File: config.mk
export PLATFORM = sky130hd
export DESIGN_NAME = flight_physics
export DESIGN_NICKNAME = d
export VERILOG_FILES = /design/src/rtl/flappy_pkg.sv /design/src/rtl/flight_tick_gen.sv /design/src/rtl/flight_physics.sv
export SDC_FILE = /design/constraint.sdc
export NUM_CORES = 1
export LEC_CHECK = 0
export BUFFER_PORTS_ARGS = -buffer_cell sky130_fd_sc_hd__buf_4
export CORE_ASPECT_RATIO = 0.6
export CORE_MARGIN = 8
export CORE_UTILIZATION = 55
export DETAILED_ROUTE_END_ITERATION = 16
export PLACE_DENSITY = 0.77
export RECOVER_POWER = 50
export SYNTH_ARGS = -nofsm -noshare
export SYNTH_HDL_FRONTEND = slang
export SYNTH_SLANG_ARGS = --single-unit
export TNS_END_PERCENT = 50
File: constraint.sdc
create_clock -name Clk -period 3.7 [get_ports Clk]
set_input_delay 0.185 -clock Clk [delete_from_list [all_inputs] [get_ports Clk]]
set_output_delay 0.185 -clock Clk [all_outputs]
set_load 0.01 [all_outputs]
File: src/rtl/flappy_pkg.sv
// Shared constants and types for the Flappy VGA game: screen geometry,
// default bird geometry and physics, the game-phase encoding and a
// saturating add helper for 10-bit coordinates/speeds.
package flappy_pkg;

  typedef logic [9:0] coord_t;

  typedef enum logic [1:0] {
    ST_INITIAL = 2'd0,
    ST_FLIGHT  = 2'd1,
    ST_STOP    = 2'd2
  } flight_state_e;

  localparam int SCREEN_W        = 640;
  localparam int SCREEN_H        = 480;
  localparam int GROUND_Y_DEF    = 440;

  localparam int BIRD_X_DEF      = 200;
  localparam int BIRD_Y0_DEF     = 240;
  localparam int BIRD_W_DEF      = 20;
  localparam int BIRD_H_DEF      = 20;

  localparam int GRAVITY_DEF     = 1;
  localparam int FLAP_SPEED_DEF  = 10;
  localparam int MAX_FALL_DEF    = 12;
  localparam int TICK_CYCLES_DEF = 833334;

  // a + b clamped to lim, computed without 10-bit wrap
  function automatic coord_t sat_add(coord_t a, coord_t b, coord_t lim);
    logic [10:0] s;
    s = {1'b0, a} + {1'b0, b};
    return (s > {1'b0, lim}) ? lim : s[9:0];
  endfunction

endpackage

File: src/rtl/flight_tick_gen.sv
// Physics tick generator: counts enabled cycles 0..TICK_CYCLES-1 and
// raises tick for the single cycle in which the count sits at its last
// value, then wraps. clr holds the count at zero.
module flight_tick_gen
  import flappy_pkg::*;
#(
  parameter int TICK_CYCLES = TICK_CYCLES_DEF
) (
  input  logic clk_sys,
  input  logic rst_b,
  input  logic en,
  input  logic clr,
  output logic tick
);

  localparam int CW = (TICK_CYCLES > 1) ? $clog2(TICK_CYCLES) : 1;
  localparam logic [CW-1:0] LAST = CW'(TICK_CYCLES - 1);

  logic [CW-1:0] cnt;

  assign tick = en && (cnt == LAST);

  // cycle counter, wrapping on the terminal count
  always_ff @(posedge clk_sys or negedge rst_b) begin
    if (!rst_b) begin
      cnt <= '0;
    end else if (clr) begin
      cnt <= '0;
    end else if (en) begin
      cnt <= tick ? '0 : cnt + 1'b1;
    end
  end

endmodule

File: src/rtl/flight_physics.sv
// Bird vertical physics and game-phase FSM for Flappy VGA.
// Optional build macro CEILING_KILL_EN: when defined, touching the
// ceiling ends the flight (STOP); otherwise the bird is only clamped.
//
// state      | meaning
// -----------+--------------------------------------------------
// S_INITIAL  | bird parked at BIRD_Y0, waiting for Start
// S_FLIGHT   | physics running: gravity on ticks, flaps on press
// S_STOP     | bird on the ground (or ceiling kill), wait for Ack
module flight_physics
  import flappy_pkg::*;
#(
  parameter int BIRD_X      = BIRD_X_DEF,
  parameter int BIRD_Y0     = BIRD_Y0_DEF,
  parameter int BIRD_W      = BIRD_W_DEF,
  parameter int BIRD_H      = BIRD_H_DEF,
  parameter int GROUND_Y    = GROUND_Y_DEF,
  parameter int GRAVITY     = GRAVITY_DEF,
  parameter int FLAP_SPEED  = FLAP_SPEED_DEF,
  parameter int MAX_FALL    = MAX_FALL_DEF,
  parameter int TICK_CYCLES = TICK_CYCLES_DEF
) (
  input  logic       Clk,
  input  logic       reset,
  input  logic       Start,
  input  logic       Ack,
  input  logic       BtnPress,
  output logic [9:0] Bird_X_L,
  output logic [9:0] Bird_X_R,
  output logic [9:0] Bird_Y_T,
  output logic [9:0] Bird_Y_B,
  output logic [9:0] PositiveSpeed,
  output logic [9:0] NegativeSpeed,
  output logic       q_Initial,
  output logic       q_Flight,
  output logic       q_Stop
);

  localparam logic [1:0] S_INITIAL = ST_INITIAL;
  localparam logic [1:0] S_FLIGHT  = ST_FLIGHT;
  localparam logic [1:0] S_STOP    = ST_STOP;

  localparam coord_t Y0     = coord_t'(BIRD_Y0);
  localparam coord_t Y_LAND = coord_t'(GROUND_Y - BIRD_H);
  localparam coord_t GRAV   = coord_t'(GRAVITY);
  localparam coord_t FLAP   = coord_t'(FLAP_SPEED);
  localparam coord_t MAXF   = coord_t'(MAX_FALL);

  logic [1:0]  state, state_nxt;
  coord_t      y_t, y_t_nxt;
  coord_t      pos_spd, pos_spd_nxt;
  coord_t      neg_spd, neg_spd_nxt;
  logic        btn_prev;
  logic        btn_rise;
  logic        tick;
  logic        in_flight;
  logic [10:0] ground_sum;

  assign in_flight  = (state == S_FLIGHT);
  assign btn_rise   = BtnPress & ~btn_prev;
  assign ground_sum = {1'b0, y_t} + {1'b0, pos_spd} + 11'(BIRD_H);

  flight_tick_gen #(
    .TICK_CYCLES(TICK_CYCLES)
  ) u_tick (
    .clk_sys(Clk),
    .rst_b  (reset),
    .en     (in_flight),
    .clr    (~in_flight),
    .tick   (tick)
  );

  // next-state, position and speed; a flap wins over a same-cycle tick
  always_comb begin
    state_nxt   = state;
    y_t_nxt     = y_t;
    pos_spd_nxt = pos_spd;
    neg_spd_nxt = neg_spd;
    case (state)
      S_INITIAL: begin
        y_t_nxt     = Y0;
        pos_spd_nxt = '0;
        neg_spd_nxt = '0;
        if (Start) state_nxt = S_FLIGHT;
      end
      S_FLIGHT: begin
        if (btn_rise) begin
          pos_spd_nxt = '0;
          neg_spd_nxt = FLAP;
        end else if (tick) begin
          if (ground_sum >= 11'(GROUND_Y)) begin
            y_t_nxt     = Y_LAND;
            pos_spd_nxt = '0;
            neg_spd_nxt = '0;
            state_nxt   = S_STOP;
          end else if (neg_spd > y_t) begin
            y_t_nxt     = '0;
            neg_spd_nxt = '0;
`ifdef CEILING_KILL_EN
            pos_spd_nxt = '0;
            state_nxt   = S_STOP;
`endif
          end else begin
            y_t_nxt = y_t + pos_spd - neg_spd;
            if (neg_spd != '0) begin
              neg_spd_nxt = neg_spd - ((neg_spd < GRAV) ? neg_spd : GRAV);
            end else begin
              pos_spd_nxt = sat_add(pos_spd, GRAV, MAXF);
            end
          end
        end
      end
      S_STOP: begin
        if (Ack) begin
          state_nxt   = S_INITIAL;
          y_t_nxt     = Y0;
          pos_spd_nxt = '0;
          neg_spd_nxt = '0;
        end
      end
      default: begin
        state_nxt   = S_INITIAL;
        y_t_nxt     = Y0;
        pos_spd_nxt = '0;
        neg_spd_nxt = '0;
      end
    endcase
  end

  // state, physics registers and button history
  always_ff @(posedge Clk or negedge reset) begin
    if (!reset) begin
      state    <= S_INITIAL;
      y_t      <= Y0;
      pos_spd  <= '0;
      neg_spd  <= '0;
      btn_prev <= 1'b0;
    end else begin
      state    <= state_nxt;
      y_t      <= y_t_nxt;
      pos_spd  <= pos_spd_nxt;
      neg_spd  <= neg_spd_nxt;
      btn_prev <= BtnPress;
    end
  end

  // bounding box and state flags for the renderer and game control
  always_comb begin
    Bird_X_L      = coord_t'(BIRD_X);
    Bird_X_R      = coord_t'(BIRD_X + BIRD_W);
    Bird_Y_T      = y_t;
    Bird_Y_B      = y_t + coord_t'(BIRD_H);
    PositiveSpeed = pos_spd;
    NegativeSpeed = neg_spd;
    q_Initial     = (state == S_INITIAL);
    q_Flight      = (state == S_FLIGHT);
    q_Stop        = (state == S_STOP);
  end

endmodule

==> results.yml <==
outcome:
  outcome: "finished clean"
critical_path:
  cp.required_ns: 3.91
  crit_path_start_kind: "flop"
  critPathKind: "flop to flop"
  end_kind: "flop"
  worst-path-buf-inv: 3
  cp_slowest_cell: "o311a_1"
  crit_chain: "inv_1 > ha_1 > inv_1 > ha_1 > a211oi_2 > nor4_1 > a211o_1 > o311a_1 > nor3_4 > buf_4 > nand4_2 > o211ai_1"
  critPathTopFamily: "compound AO/OA/AOI/OAI gates"
  cp.arrival_ns: 3.64
  critPathMaxFanout: 13
  max_stage_delay_ns: 0.44
cells_and_area:
  diodes: 0
  drive_gt1_share_pct: 11.6
  final_cell_mix: "inv_1, nor2_1, dfrtp_1"
  fin_nets: 620
  final_area_sq_mm: 0.00502
  syn_to_final_growth_pct: 13.8
  final_common_cell: "inv_1"
grt:
  grt_overflow: 0
  grt_pass1_vias: 3710
  grt_max_degree: 54
  antenna_found_initial: 0
  grt_pass1_wl_um: 19500
  grt_usage_pct: 21.6
clock_tree:
  clock_path_buffers: 2
  path_clk_slew_ns: 0.07
  postCtsSetupBuffers: 0
  root_buffer: "clkbuf_16"
  htreeDepth: 2
  cts_tree: "done"
  cts_buffers: 5
  cts.sinks: 53
  clkLatencyLatePin_ns: 0.30
route:
  viasPerCell: 5.93
  drtIter0Drc: 368
  first_pass_iters: 5
  num_vias: 3976
  drc_errors: 0
  antenna_left: 0
  finalWirelength_um: 12100
  wl_per_cell_um: 18.1
synth:
  syn_area_per_cell_sq_um: 8.81
  yosys_warnings: 0
  ys_seq_area_share_pct: 30.2
  synth_cells: 501
  synth_enable_flop_cells: 0
  synth_top_area_share_pct: 27.8
  synth_top_cell_by_area: "dfrtp_1"
  syn-cell-area_sq_mm: 0.00441
  synth.distinct_cells: 64
  synth_seq_cells: 53
  synthFlopType: "dfrtp_1"
  synthTopCellsByArea: "dfrtp_1, ha_1, fa_1, inv_1, nor2_1"
  synthArstFlopShare_pct: 100
power:
  seq_power_share_pct: 27.5
  power.leakage_nw: 2.41
  power.net_switching_mw: 1.30
  combPwrFrac_pct: 52.6
  clockPowerShare_pct: 19.9
  swShare_pct: 42.4
  internal_power_mw: 1.76
  power.density_mw_per_mm2: 610
  irDropWorstVdd_mv: 0.243
floorplan:
  core_area_sq_mm: 0.00782
  fp.dieH_um: 85.4
  die_area_sq_mm: 0.0112
  rows: 25
  start_util_pct: 56.4
  dieWidth_um: 132
  io_pins: 68
sta:
  max_slew_margin_pct: 11.5
  slew_violations: 0
  rsz0062_at_grt: "false"
  hold_ws_ns: 0.0399
  worstMarginPinSlew_ns: 1.33
  fin_skew_ns: 0.00889
  fmax_mhz: 292
  hold_viol_final: 0
  finalSetupTns_ns: 0
  layout_setup_ws_ns: 0.271
  min_period_ns: 3.43
  finalSetupViolations: 0
  min_period_over_period_pct: 92.7
worst_hold_path:
  hp-class: "primary input to flop"
place:
  dp_slack_ns: 0.0548
  portBuffers: 47
  routabilityCongestion: 0.909
  post_dp_cell_area_sq_mm: 0.00488
  hpwl_um: 9580
run:
  cap_violations: 0
## path summary, 6_finish.rpt
path                             start               end  slack (ns)  cells past startpoint
min in group asynchronous        reset  PositiveSpeed[7]        0.71                      2
max                        Bird_Y_T[2]  NegativeSpeed[2]        0.27                     12
max reg2reg                Bird_Y_T[2]  NegativeSpeed[2]        0.27                     12
max in group asynchronous        reset          state[0]        2.17                      2
min reg2reg                   state[1]          state[0]        0.51                      1
min                           BtnPress          btn_prev        0.04                      1
## layout make-up
class | count | area, sq um
Fill cell | 672 | 2800
Multi-Input combinational cell | 385 | 2770
Sequential cell | 53 | 1330
Timing Repair Buffer | 63 | 394
Inverter | 53 | 199
Tap cell | 108 | 135
Clock buffer | 5 | 125
Clock inverter | 3 | 68.8
## power by group through the flow
stage                     combinational, mW  clock [mW]  sequential, mW
after floorplan                        1.10           0           0.825
after global placement                 1.56           0           0.842
after detailed placement               1.60           0           0.848
after CTS                              1.61       0.620           0.838
after global routing                   1.78       0.637           0.856
final                                  1.61       0.610           0.841
## per-layer routing
| layer | global-route usage [%] | share of wire (%) |
|---|---|---|
| met1 | 32.8 | 49 |
| met2 | 28.3 | 39 |
| met3 | 7.43 | 11 |
| met4 | 4.35 | 0.58 |
| met5 | 0 | 0 |
## through the flow
| stage | total power, mW | utilization [%] | std cells |
|---|---|---|---|
| finish | 3.06 | 64.2 | 670 |
| CTS | 3.07 | 65.1 | 670 |
| detailed placement | 2.44 | 62.5 | 661 |
| global route | 3.27 | 64.2 | 670 |
| global placement | 2.40 | 62.5 | 661 |
| floorplan | 1.92 | - | 519 |
## worst register-to-register path, stage by stage (launching register included)
cell	delay, ns
dfrtp_1	0.43
inv_1	0.15
ha_1	0.31
inv_1	0.06
ha_1	0.32
a211oi_2	0.36
nor4_1	0.09
a211o_1	0.25
o311a_1	0.44
nor3_4	0.23
buf_4	0.23
nand4_2	0.21
o211ai_1	0.26
## cell usage after synthesis (all sizes together), types with 3 or more instances
master / instances
nand2: 31
a31o: 3
nor4: 6
nand3b: 5
or2: 3
a211o: 3
a21o: 3
xnor2: 21
xor2: 13
o31ai: 3
nor2: 51
nor2b: 4
a31oi: 10
o21ai: 18
o21bai: 4
or4: 3
a211oi: 7
nand2b: 6
and3: 4
a22oi: 3
fa: 10
buf: 24
nand4: 9
inv: 53
ha: 44
nand3: 21
o22ai: 3
o2111ai: 4
a21oi: 18
dfstp: 4
mux2i: 3
dfrtp: 49
nor3: 15
a32o: 3
clkbuf: 4
o211ai: 11
## registers in the layout, summed over array words and instances (netlist names)
name / flops
u_tick.cnt: 20
Bird_Y_T: 10
NegativeSpeed: 10
PositiveSpeed: 10
state: 2
btn_prev: 1
## repair_timing
item | CTS | global route
setup endpoints to repair | 0 | 12
endpoints found under the hold margin | 49 | 0
resized for setup | 0 | 2
hold buffers | 1 | 0
## logic make-up after synthesis
group	Yosys count	share of synthesized area [%]
XOR/XNOR	34	6.75
adder cells (fa/ha/maj)	54	17.0
other	2	0.170
buffers and inverters	81	8.96
AND/OR/NAND/NOR	168	19.5
flip-flops	53	30.2
multiplexers	3	0.680
AO/OA/AOI/OAI	106	16.8
Power figures use the tool's default switching activity.
